==> src/rtl/uart_rx_ctrl_param.sv <==
// -----------------------------------------------------------------------------
// uart_rx_ctrl_param
//
// Parametrised serial receiver controller with its own bit-timing datapath.
// Detects and qualifies the start bit, samples each data bit mid-bit from an
// oversampling strobe, checks the stop bit(s), and hands the received word to
// the consumer through a valid/ack handshake. Flags framing, parity (optional)
// and overrun conditions.
//
// Optional feature macro: UART_RX_PARITY_EN
//   defined   : adds the PARITY state and the PARITY_ODD parameter; one parity
//               bit follows the data bits and is checked against the data.
//   undefined : frame is start + data + stop; parity_err is tied to 0.
//
// Parameters
//   DATA_BITS   data bits per frame (5..9), LSB first
//   OVERSAMPLE  sample_tick pulses per bit period (even, >= 4)
//   STOP_BITS   stop bits checked per frame (1 or 2)
//   PARITY_ODD  (feature only) 0 = even parity, 1 = odd parity
//
// Ports
//   clock        in   system clock, rising edge
//   reset        in   asynchronous, active-high; clears all state
//   sample_tick  in   one-clock strobe at OVERSAMPLE x baud rate
//   rx_D         in   serial line, idle high, asynchronous to clock
//   rx_ack       in   consumer has taken rx_data; clears rx_valid
//   rx_data      out  last received word, held until the next frame completes
//   rx_valid     out  rx_data holds an unconsumed word
//   rx_available out  high while the controller is idle
//   frame_err    out  stop-bit error on the frame currently in rx_data
//   parity_err   out  parity error on the frame in rx_data
//   overrun      out  sticky: a frame completed while rx_valid was still high
//   dbg_state    out  one-hot FSM state, for observation only
//
// Handshake: rx_valid rises one clock after the last stop-bit sample and stays
// high until a clock on which rx_ack is high. rx_ack while rx_valid is low is
// ignored. If a new word completes on the same clock as rx_ack, the new word
// wins: rx_valid stays high and no overrun is recorded. A new word completing
// while rx_valid is high and rx_ack is low sets the sticky overrun flag.
// -----------------------------------------------------------------------------
module uart_rx_ctrl_param #(
  parameter int DATA_BITS  = 8,
  parameter int OVERSAMPLE = 16,
  parameter int STOP_BITS  = 1
`ifdef UART_RX_PARITY_EN
  ,
  parameter bit PARITY_ODD = 1'b0
`endif
) (
  input  logic                 clock,
  input  logic                 reset,
  input  logic                 sample_tick,
  input  logic                 rx_D,
  input  logic                 rx_ack,
  output logic [DATA_BITS-1:0] rx_data,
  output logic                 rx_valid,
  output logic                 rx_available,
  output logic                 frame_err,
  output logic                 parity_err,
  output logic                 overrun,
  output logic [5:0]           dbg_state
);

  localparam int TICK_W = $clog2(OVERSAMPLE);

  // Tick-count comparison points. The half-bit point qualifies the start bit;
  // the full-bit point then recurs once per bit period, landing mid-bit.
  localparam logic [TICK_W-1:0] TICK_HALF_M2 = TICK_W'(OVERSAMPLE / 2 - 2);
  localparam logic [TICK_W-1:0] TICK_FULL_M2 = TICK_W'(OVERSAMPLE - 2);
  localparam logic [TICK_W-1:0] TICK_LAST    = TICK_W'(OVERSAMPLE - 1);

  localparam logic [3:0] LAST_DATA = 4'(DATA_BITS - 1);
  localparam logic [3:0] LAST_STOP = 4'(STOP_BITS - 1);

  typedef enum logic [5:0] {
    S_IDLE   = 6'b000001,
    S_START  = 6'b000010,
    S_DATA   = 6'b000100,
`ifdef UART_RX_PARITY_EN
    S_PARITY = 6'b001000,
`endif
    S_STOP   = 6'b010000,
    S_DONE   = 6'b100000
  } state_t;

  state_t                r_state;
  state_t                w_next_state;
  logic                  w_state_change;

  logic                  r_sync1;
  logic                  r_sync2;
  logic                  w_rx_s;

  logic [TICK_W-1:0]     r_tick_cnt;
  logic                  w_half_tick;
  logic                  w_mid_tick;
  logic [3:0]            r_bit_cnt;
  logic [DATA_BITS-1:0]  r_shift;
  logic                  r_frame_err_i;

  logic [DATA_BITS-1:0]  r_rx_data;
  logic                  r_rx_valid;
  logic                  r_frame_err;
  logic                  r_overrun;

`ifdef UART_RX_PARITY_EN
  logic                  r_parity_err_i;
  logic                  r_parity_err;
`endif

  assign w_rx_s = r_sync2;

  // Start-bit qualification point and the recurring mid-bit sample point.
  assign w_half_tick = (r_state == S_START) && sample_tick &&
                       (r_tick_cnt == TICK_HALF_M2);
  assign w_mid_tick  = sample_tick && (r_tick_cnt == TICK_FULL_M2);

  // ---------------------------------------------------------------------------
  // FSM state register
  // ---------------------------------------------------------------------------
  always_ff @(posedge clock or posedge reset) begin
    if (reset) begin
      r_state <= S_IDLE;
    end else begin
      r_state <= w_next_state;
    end
  end

  // ---------------------------------------------------------------------------
  // FSM next-state logic
  // ---------------------------------------------------------------------------
  always_comb begin
    w_next_state = r_state;
    case (r_state)
      S_IDLE: begin
        if (!w_rx_s) begin
          w_next_state = S_START;
        end
      end
      S_START: begin
        // A line that has returned high by half a bit is treated as noise.
        if (w_half_tick) begin
          w_next_state = w_rx_s ? S_IDLE : S_DATA;
        end
      end
      S_DATA: begin
        if (w_mid_tick && (r_bit_cnt == LAST_DATA)) begin
`ifdef UART_RX_PARITY_EN
          w_next_state = S_PARITY;
`else
          w_next_state = S_STOP;
`endif
        end
      end
`ifdef UART_RX_PARITY_EN
      S_PARITY: begin
        if (w_mid_tick) begin
          w_next_state = S_STOP;
        end
      end
`endif
      S_STOP: begin
        // Leave at the last stop-bit sample rather than the end of the stop
        // bit so that a following start edge is not missed.
        if (w_mid_tick && (r_bit_cnt == LAST_STOP)) begin
          w_next_state = S_DONE;
        end
      end
      S_DONE: begin
        w_next_state = S_IDLE;
      end
      default: begin
        w_next_state = S_IDLE;
      end
    endcase
  end

  assign w_state_change = (w_next_state != r_state);

  // ---------------------------------------------------------------------------
  // Synchroniser, bit-timing counters, shift register and result registers
  // ---------------------------------------------------------------------------
  always_ff @(posedge clock or posedge reset) begin
    if (reset) begin
      r_sync1       <= 1'b1;
      r_sync2       <= 1'b1;
      r_tick_cnt    <= '0;
      r_bit_cnt     <= '0;
      r_shift       <= '0;
      r_frame_err_i <= 1'b0;
      r_rx_data     <= '0;
      r_rx_valid    <= 1'b0;
      r_frame_err   <= 1'b0;
      r_overrun     <= 1'b0;
`ifdef UART_RX_PARITY_EN
      r_parity_err_i <= 1'b0;
      r_parity_err   <= 1'b0;
`endif
    end else begin
      r_sync1 <= rx_D;
      r_sync2 <= r_sync1;

      // Tick counter restarts on every state entry and wraps explicitly so
      // that non-power-of-two OVERSAMPLE values keep a correct bit period.
      if (w_state_change || (r_state == S_IDLE)) begin
        r_tick_cnt <= '0;
      end else if (sample_tick) begin
        r_tick_cnt <= (r_tick_cnt == TICK_LAST) ? '0 : r_tick_cnt + 1'b1;
      end

      // Bit counter is shared by DATA and STOP; both start from 0 on entry.
      if (w_state_change) begin
        r_bit_cnt <= '0;
      end else if (w_mid_tick && ((r_state == S_DATA) || (r_state == S_STOP))) begin
        r_bit_cnt <= r_bit_cnt + 1'b1;
      end

      // LSB arrives first, so shifting in at the MSB leaves it at bit 0.
      if ((r_state == S_DATA) && w_mid_tick) begin
        r_shift <= {w_rx_s, r_shift[DATA_BITS-1:1]};
      end

      if (r_state == S_START) begin
        r_frame_err_i <= 1'b0;
      end else if ((r_state == S_STOP) && w_mid_tick && !w_rx_s) begin
        r_frame_err_i <= 1'b1;
      end

`ifdef UART_RX_PARITY_EN
      if (r_state == S_START) begin
        r_parity_err_i <= 1'b0;
      end else if ((r_state == S_PARITY) && w_mid_tick) begin
        r_parity_err_i <= w_rx_s ^ (^r_shift) ^ PARITY_ODD;
      end
`endif

      if (r_state == S_DONE) begin
        r_rx_data   <= r_shift;
        r_frame_err <= r_frame_err_i;
`ifdef UART_RX_PARITY_EN
        r_parity_err <= r_parity_err_i;
`endif
        r_rx_valid  <= 1'b1;
        if (r_rx_valid && !rx_ack) begin
          r_overrun <= 1'b1;
        end
      end else if (rx_ack) begin
        r_rx_valid <= 1'b0;
      end
    end
  end

  assign rx_data      = r_rx_data;
  assign rx_valid     = r_rx_valid;
  assign rx_available = (r_state == S_IDLE);
  assign frame_err    = r_frame_err;
  assign overrun      = r_overrun;
  assign dbg_state    = r_state;
`ifdef UART_RX_PARITY_EN
  assign parity_err   = r_parity_err;
`else
  assign parity_err   = 1'b0;
`endif

endmodule
==> config.mk <==
export PLATFORM = sky130hd
export DESIGN_NAME = uart_rx_ctrl_param
export DESIGN_NICKNAME = d
export VERILOG_FILES = /design/src/rtl/uart_rx_ctrl_param.sv
export SDC_FILE = /design/constraint.sdc
export NUM_CORES = 1
export LEC_CHECK = 0
export CAP_MARGIN = 0
export CORE_MARGIN = 2
export CORE_UTILIZATION = 53
export DETAILED_ROUTE_END_ITERATION = 10
export PLACE_DENSITY = 0.78
export REMOVE_ABC_BUFFERS = 1
export SLEW_MARGIN = 20
export SYNTH_ARGS = -nofsm -noshare
export SYNTH_HDL_FRONTEND = slang
export SYNTH_SLANG_ARGS = --single-unit
==> constraint.sdc <==
create_clock -name clock -period 2 [get_ports clock]
set_clock_uncertainty 0.05 [all_clocks]
set_input_delay 0.6 -clock clock [delete_from_list [all_inputs] [get_ports clock]]
set_output_delay 0.6 -clock clock [all_outputs]
set_load 0.02 [all_outputs]
==> run metrics, run 1 <==
status complete, no violations; CP max stage delay 560 ps; CORE AREA 0.00303 mm^2; Yosys top cell area share 0.497; CTS tree built; Bufs on Longest Clock Path 2; H-tree depth 2; Crit path max-delay family simple AND/OR/NAND/NOR gates; M1 GR Usage 0.236; WS Path Type reg2reg; setup total negative slack 0 ps; async set-reset flop share out of synthesis 1.00; Pins Over Slew Limit 0; DRT Pass-1 Iters 4; Hold Path Depth 0; max-cap violations 0; Final Setup Violations 0; Hold Crit Class reg2reg; Root Driver clkbuf_4; clock share of power 0.309; antenna-violating nets left 0; Worst Reg-to-Reg Cells 6; CTS Buf Count 5; GR Util met3 0.0563; Area Growth Syn to Fin 33.3%; global-route wire length before repair 5.58 mm; share of cells above drive strength 1 0.359; crit path launch type flip-flop; CP Capture Type flip-flop; GRT overflow 0; Antenna Cells 0; die height 60.0 um; switching share of power 0.261; largest family of logic cells by synthesized area simple AND/OR/NAND/NOR gates; NetSw 331 uW; Clock Latency Late Sink 340 ps; Cell variety after synth 40; Max VDD drop 0.563 mV; wire per inst 14.7 um; vias in the first global route 1291; die width 60.0 um; starting density of the core 0.549; Seq pwr share 0.591; Synth Warn # 0; met2 GRT Util 0.374; area leader, netlist dfrtp_1; routed via count 1194; cell area after layout 0.00221 mm^2; Port-buffer cells 22; crit path buf inv count 2; Period Utilization, post-route 0.975; Top FF cell, synth dfrtp_1; synth top area cells dfrtp_1, mux2_2, dfstp_2; Synth Area per Inst 12.1 um^2; R2R Path End r_tick_cnt[1]; fin crit period 1950 ps; Post-Synth Simple-Gate Area 0.163; Internal Power 937 uW; Final Hold Viols 0; adder-cell area share of the yosys netlist 0.0301; Routability Congestion 0.802; sequential share of the synthesized area 0.544; Pwr Density 573 mW/mm^2; Post-synth EDFFs 0; drc violations 0; largest net degree at the start of global routing 37; crit path DAT 2160 ps; CP max FO 4; Fmax achieved 513 MHz; placed cell area 0.00208 mm^2; DIE AREA 0.00360 mm^2; post-DP HPWL 2.34 mm; Tot GR Track Use 0.214; Nets 192; count leader, synth dfrtp_1; grt peak-use layer met2; Std-Cell Rows 20; clk slew on worst S/H paths 110 ps; XOR/XNOR Fraction of Synth Area 0.0211; RSZ-0062 raised after global routing true; Leak Pwr 0.00122 uW; worst r2r src dbg_state[5]; # IOs 24; Mapped Area 0.00166 mm^2; Commonest cells post-synth dfrtp_1, mux2_2, nand2_1, nor2_1, a21oi_1; initial antenna violation count 0; Synth Area in Compound Gates 0.0813; Critical Path RT 2210 ps; Post-Synthesis Cells 137; worst hold path endpoint r_sync2; critical-path cell list buf_6 > or4_4 > nor4b_4 > a221oi_4 > buf_6 > a211oi_2; CP max stage cell or4_4; mux cell area share after synthesis 0.128; 1st-iter DRT viols 57; Worst Hold Launch r_sync1; CTS Sinks 36; Worst path most repeated cell buf_6; post-synthesis register bit count 36; Post-Route WL 3.35 mm; Comb power frac 0.100; R2R setup slack 50 ps; Vias/cell 5.24
-- power by group through the flow --
stage	logic (uW)	registers, uW	clock network [uW]
after detailed placement	127	763	0
after global routing	139	751	438
after global placement	123	762	0
after CTS	123	750	407
after floorplan	50.4	774	0
final	127	750	391
-- metrics by stage --
stage | utilization | setup slack (ps) | hold slack, ps | power, uW | instances
2_1_floorplan | - | 212 | 295 | 824 | 132
3_3_place_gp | 0.686 | -244 | 296 | 885 | 217
3_5_place_dp | 0.686 | -302 | 300 | 890 | 217
4_1_cts | 0.706 | -2.77 | 318 | 1280 | 225
5_1_grt | 0.731 | -15.2 | 326 | 1330 | 228
6_report | 0.731 | 49.1 | 315 | 1270 | 228
-- cells in the final DEF (no fill, tap or decap), types with 2 or more instances in the layout --
master           netlist  routed
buf_6                  0       2
and4b_1                2       2
mux2_2                18      18
inv_1                  5       5
nand3_1                6       5
o21ai_0                3       2
dlymetal6s2s_1         0      10
or3_1                  2       2
nor2_1                 9       9
nand3b_1               2       2
dfrtp_1               33      33
dlygate4sd2_1          0       6
dfstp_2                3       3
xor2_1                 3       3
buf_4                  1      19
nand4_1                2       2
a21oi_1                7       4
conb_1                 1       2
clkbuf_4               0       5
ha_1                   4       4
nand2_1                9       9
clkdlybuf4s50_1        0       4
buf_12                 0       2
a21oi_2                0       3
clkinvlp_4             0       2
-- timing repair --
item / in CTS / in global routing
endpoints found under the setup margin: 9 / 19
resized for setup: 14 / 21
pin swaps: 0 / 4
hold buffers: 0 / 0
buffers inserted: 0 / 3
-- flip-flops by register name (all words and copies together) (netlist names) --
name,cells
dbg_state,6
r_tick_cnt,4
rx_data,8
r_frame_err_i,1
overrun,1
r_shift,8
r_sync2,1
r_bit_cnt,4
rx_valid,1
frame_err,1
r_sync1,1
-- logic make-up (layout without fill, tap and decap cells) --
| logic type | count (synthesis) | count (layout) |
|---|---|---|
| AND/OR/NAND/NOR | 44 | 44 |
| flip-flops | 36 | 36 |
| multiplexers | 19 | 19 |
| AO/OA/AOI/OAI | 18 | 18 |
| buffers and inverters | 11 | 57 |
| adder cells (fa/ha/maj) | 4 | 4 |
| XOR/XNOR | 4 | 4 |
| other | 1 | 2 |
-- how the worst max path moves through the flow --
stage / cells past startpoint / endpoint / startpoint / slack, ps
floorplan: 6 / r_bit_cnt[3] / r_tick_cnt[0] / 210
global placement: 6 / r_tick_cnt[3] / sample_tick / -240
detailed placement: 6 / r_tick_cnt[3] / sample_tick / -300
CTS: 6 / r_tick_cnt[1] / dbg_state[2] / -3
global route: 6 / r_bit_cnt[2] / dbg_state[5] / -20
finish: 6 / r_tick_cnt[1] / dbg_state[5] / 50
-- metal layers --
| metal | vias up | wire length (um) |
|---|---|---|
| met4 | 0 | 62 |
| li1 | 581 | - |
| met3 | 7 | 108 |
| met5 | - | 0 |
| met2 | 21 | 1780 |
| met1 | 585 | 1390 |
-- area by class of cell --
class	instances	area, um^2
Tap cell	44	55.1
Multi-Input combinational cell	91	747
Sequential cell	36	905
Clock buffer	5	37.5
Inverter	5	18.8
Timing Repair Buffer	44	428
Fill cell	221	813
Clock inverter	3	23.8
No activity file was read; power rests on OpenSTA's default activity.
==> run 2: changes to the inputs <==
--- a/config.mk
+++ b/config.mk
@@ -5,6 +5,7 @@
 export SDC_FILE = /design/constraint.sdc
 export NUM_CORES = 1
 export LEC_CHECK = 0
+export ABC_AREA = 1
 export CAP_MARGIN = 0
 export CORE_MARGIN = 2
 export CORE_UTILIZATION = 53
==> run 2 against run 1 <==
Maximum frequency is 1.9% lower. Via count is 16% higher. Hold slack worse by 2.7 ps. First-iteration DRC count is 18% higher. Non-clock buffer count is 10 lower. Largest power group unchanged. Critical path depth is 1 lower. Largest cell class unchanged. Clock power is 46% higher. Highest routed layer unchanged. Area after synthesis is 0.98% higher. Synthesized cell count is 38% higher.
==> run metrics, run 2 <==
Worst Reg-to-Reg Cells 11; Max VDD drop 0.493 mV; CORE AREA 0.00303 mm^2; crit path buf inv count 3; R2R setup slack 350 ps; Bufs on Longest Clock Path 2; starting density of the core 0.554; largest net degree at the start of global routing 27; async set-reset flop share out of synthesis 1.00; count leader, synth nand2_1; Synth Warn # 0; Post-Synthesis Cells 189; CTS Sinks 36; hold_ws 312 ps; CP max stage delay 560 ps; Port-buffer cells 22; Fmax achieved 503 MHz; share of cells above drive strength 1 0.205; Period Utilization, post-route 0.994; fin crit period 1990 ps; Cell variety after synth 28; RSZ-0062 raised after global routing true; area leader, netlist dfrtp_1; Final Setup Violations 0; CP max FO 2; wire per inst 12.1 um; Leak Pwr 0.00114 uW; Synth Area per Inst 8.88 um^2; CP max stage cell dfstp_2; crit path DAT 1340 ps; Fillers 252; status complete, no violations; max-cap violations 0; Yosys top cell area share 0.492; Antenna Cells 0; CTS Buf Count 5; Mapped Area 0.00168 mm^2; Critical Path RT 1350 ps; Worst Setup SP dbg_state[0]; post-DP HPWL 2.45 mm; # IOs 24; Post-Route WL 3.31 mm; Tot GR Track Use 0.210; commonest non-fill, non-tap cell in the layout nand2_1; Worst path most repeated cell inv_2; crit path launch type flip-flop; DRT Pass-1 Iters 4; setup total negative slack 0 ps; register area 905 um^2; Vias/cell 5.07; 1st-iter DRT viols 67; multi-input logic area 648 um^2; Hold Crit Class reg2reg; Std-Cell Rows 20; die height 60.3 um; GRT overflow 0; Root Driver clkbuf_4; DIE AREA 0.00363 mm^2; Seq pwr share 0.516; Nets 237; Comb power frac 0.098; NetSw 334 uW; critical-path cell list inv_2 > nor2_4 > nand3_2 > inv_2 > buf_6; Commonest cells post-synth nand2_1, dfrtp_1, inv_1; clk slew on worst S/H paths 100 ps; Pins Over Slew Limit 0; routed via count 1384; switching share of power 0.226; Final Hold Viols 0; Top FF cell, synth dfrtp_1; sequential share of the synthesized area 0.539; highest-count cells in the layout ignoring fill and taps nand2_1, dfrtp_1, inv_1, o21ai_1, nor2_1; R2R Path End r_bit_cnt[1]; die width 60.3 um; Internal Power 1140 uW; Area Growth Syn to Fin 27.6%; Routability Congestion 0.867; vias in the first global route 1347; initial antenna violation count 0; worst r2r src dbg_state[1]; clock share of power 0.386; H-tree depth 2; crit path to rx_available; synth top area cells dfrtp_1, nand2_1, inv_1; global-route wire length before repair 5.52 mm; drc violations 0; Pwr Density 689 mW/mm^2; Crit path max-delay family flip-flops; antenna-violating nets left 0; CP Capture Type output port; Clock Latency Late Sink 340 ps; Post-synth EDFFs 0; WS Path Type reg2out; post-synthesis register bit count 36; CTS tree built; CP Depth 5
run 2: cell count changes in the layout (fill, tap and decap cells not counted), sizes merged, moves of 7 or more:
cell	delta
inv	+27
nand2	+37
nor2	+9
nand3	+7
o21ai	+17
mux2	-18
buf	-10
run 2: per-stage QoR:
step / worst slack [ps] / area, um^2 / cells / utilization / power [uW]
after floorplan: 288 / 1660 / 187 / - / 847
after global placement: -56.7 / 2020 / 264 / 0.668 / 904
after detailed placement: -144 / 2020 / 264 / 0.668 / 910
after CTS: -32.9 / 2110 / 272 / 0.698 / 1470
after global routing: -44.4 / 2140 / 273 / 0.707 / 1520
final: 11.8 / 2140 / 273 / 0.707 / 1470
run 2: final cells by class:
cell class	instances	area share
multi-input combinational	118	0.303
clock buffer	7	0.0304
sequential	36	0.423
tap	44	0.0257
clock inverter	1	0.0140
inverter	33	0.0579
timing repair buffer	34	0.147
run 2: how the worst min path moves through the flow:
stage                  from      end  slack, ps  cells past startpoint
finish              r_sync1  r_sync2        310                      0
floorplan           r_sync1  r_sync2        300                      0
detailed placement  r_sync1  r_sync2        300                      0
global route        r_sync1  r_sync2        310                      0
global placement    r_sync1  r_sync2        300                      0
CTS                 r_sync1  r_sync2        310                      0
run 2: cell families (layout without fill, tap and decap cells):
logic type	count (synthesis)	count (layout)	share of synthesized area
AND/OR/NAND/NOR	83	83	0.246
flip-flops	36	36	0.539
buffers and inverters	36	75	0.0843
AO/OA/AOI/OAI	27	27	0.0880
adder cells (fa/ha/maj)	4	4	0.0298
XOR/XNOR	2	2	0.0104
other	1	2	0.00223
run 2: worst reg2reg max path: stages (launching register included):
cell and delay (ps):
dfrtp_1 430, buf_4 160, nor2_1 130, nand2_1 110
nor2_2 170, inv_2 70, nand2_2 90, nand2_1 110
nand2_1 80, nand2_1 50, nand2_1 60, inv_1 40
run 2: metal layers:
metal / GRT usage / routed length (um)
met1: 0.258 / 1450
met2: 0.342 / 1660
met3: 0.0649 / 156
met4: 0.0857 / 50
met5: 0 / 0
run 2: timing repair:
action,CTS,global route
hold endpoints to repair,0,0
gates resized for setup,14,12
pin swaps,0,1
hold buffers,0,0
endpoints found under the setup margin,8,8
setup buffers,0,1
run 2: power groups by stage:
stage,clock [uW],sequential [uW],combinational (uW)
floorplan,0,781,66.1
CTS,578,759,136
detailed placement,0,773,138
global route,601,763,158
finish,569,761,144
global placement,0,772,132
==> run 3: changes to the inputs <==
--- a/config.mk
+++ b/config.mk
@@ -7,7 +7,6 @@
 export LEC_CHECK = 0
 export ABC_AREA = 1
 export CAP_MARGIN = 0
-export CORE_MARGIN = 2
 export CORE_UTILIZATION = 53
 export DETAILED_ROUTE_END_ITERATION = 10
 export PLACE_DENSITY = 0.78
==> run 3 against run 2 <==
Sequential cell count stayed put. Design area stayed put. Setup slack improved by 18 ps. Core utilization unchanged. Cell count is the same. Largest cell class unchanged. Register-to-register slack is essentially flat. Maximum frequency increased by 0.90%. Sequential share of layout area did not move. Total power increased by 0.25%. Sequential power barely moved. Critical path depth stayed put. Clock power hardly changed. Largest power group unchanged.
==> run metrics, run 3 (synthesis gave the netlist of run 2 again) <==
crit path buf inv count 3; CORE AREA 0.00303 mm^2; wire per inst 11.5 um; RSZ-0062 raised after global routing true; fin util 0.707; Final Setup Violations 0; share of cells above drive strength 1 0.205; metal3 WL 148 um; WL met2 1.58 mm; antenna-violating nets left 0; clk slew on worst S/H paths 100 ps; Pwr Density 691 mW/mm^2; NetSw 335 uW; vias in the first global route 1302; status complete, no violations; switching share of power 0.227; Internal Power 1140 uW; crit path launch type flip-flop; CTS Sinks 36; Antenna Cells 0; Max VDD drop 0.504 mV; Comb power frac 0.098; CP max stage cell dfstp_2; highest-count cells in the layout ignoring fill and taps nand2_1, dfrtp_1, inv_1, o21ai_1, nor2_1; wl on met1 1.35 mm; Port-buffer cells 22; CTS tree built; Final Hold Viols 0; # IOs 24; overall power 1480 uW; critical-path cell list inv_2 > nor2_4 > nand3_2 > inv_2 > buf_6; cell area after layout 0.00214 mm^2; Leak Pwr 0.00110 uW; 1st-iter DRT viols 60; Area Growth Syn to Fin 27.6%; Std-Cell Rows 20; Routability Congestion 0.777; Pins Over Slew Limit 0; CP max FO 2; Fillers 242; Crit path max-delay family flip-flops; drc violations 0; Fmax achieved 508 MHz; GRT overflow 0; Root Driver clkbuf_4; Vias/cell 4.94; Post-Route WL 3.14 mm; Period Utilization, post-route 0.985; Nets 237; Tot GR Track Use 0.212; placed cell area 0.00202 mm^2; H-tree depth 2; Worst path most repeated cell inv_2; CTS Buf Count 5; commonest non-fill, non-tap cell in the layout nand2_1; highest metal used met4; fin crit period 1970 ps; WS Path Type reg2out; starting density of the core 0.554; largest net degree at the start of global routing 23; post-DP HPWL 2.30 mm; crit path DAT 1320 ps; die height 58.3 um; die width 58.3 um; global-route wire length before repair 5.31 mm; Clock Latency Late Sink 330 ps; CP max stage delay 560 ps; clock share of power 0.387; routed via count 1349; Critical Path RT 1350 ps; initial antenna violation count 0; Bufs on Longest Clock Path 2; CP Capture Type output port; setup total negative slack 0 ps; max-cap violations 0; DRT Pass-1 Iters 4; Hold Crit Class reg2reg; Seq pwr share 0.515; DIE AREA 0.00339 mm^2
run 3: changes by cell type in the layout (fill, tap and decap cells not counted), sizes merged:
cell           delta
dlygate4sd2       -2
dlymetal6s2s      -1
clkdlybuf4s50     +3
run 3: metal layers:
layer | up-vias | track usage
met4 | 0 | 0.112
met5 | - | 0
met3 | 9 | 0.0491
met2 | 32 | 0.361
li1 | 671 | -
met1 | 637 | 0.248
run 3: area by class of cell:
type / count / area [um^2] / share of cell area
clock buffer: 7 / 65.1 / 0.0304
clock inverter: 1 / 30.0 / 0.0140
inverter: 33 / 124 / 0.0579
multi-input combinational: 118 / 648 / 0.303
sequential: 36 / 905 / 0.423
tap: 44 / 55.1 / 0.0257
timing repair buffer: 34 / 314 / 0.147
run 3: timing repair:
| item | 4_1_cts | 5_1_grt |
|---|---|---|
| hold buffers | 0 | 0 |
| resized for setup | 11 | 12 |
| pin swaps | 0 | 1 |
| setup buffers | 0 | 1 |
| setup endpoints to repair | 6 | 7 |
run 3: power groups by stage:
stage	registers, uW	clock network (uW)	logic (uW)
detailed placement	773	0	135
global placement	772	0	131
CTS	761	583	133
floorplan	781	0	66.1
finish	762	572	144
global route	763	612	160
run 3: path summary, 6_finish.rpt:
check,from,end,slack [ps],cells past startpoint
min reg2reg,r_sync1,r_sync2,320,0
max,dbg_state[0],rx_available,30,5
min,r_sync1,r_sync2,320,0
min in group asynchronous,reset,r_bit_cnt[2],520,3
max reg2reg,dbg_state[1],r_bit_cnt[1],340,11
max in group asynchronous,reset,rx_data[7],1130,3
run 3: per-stage QoR:
stage,hold slack [ps],std cells,worst slack [ps]
3_3_place_gp,297,264,-73.9
3_5_place_dp,304,264,-84.8
6_report,316,273,29.6
5_1_grt,323,273,-39.3
4_1_cts,320,272,-3.61
2_1_floorplan,295,187,288
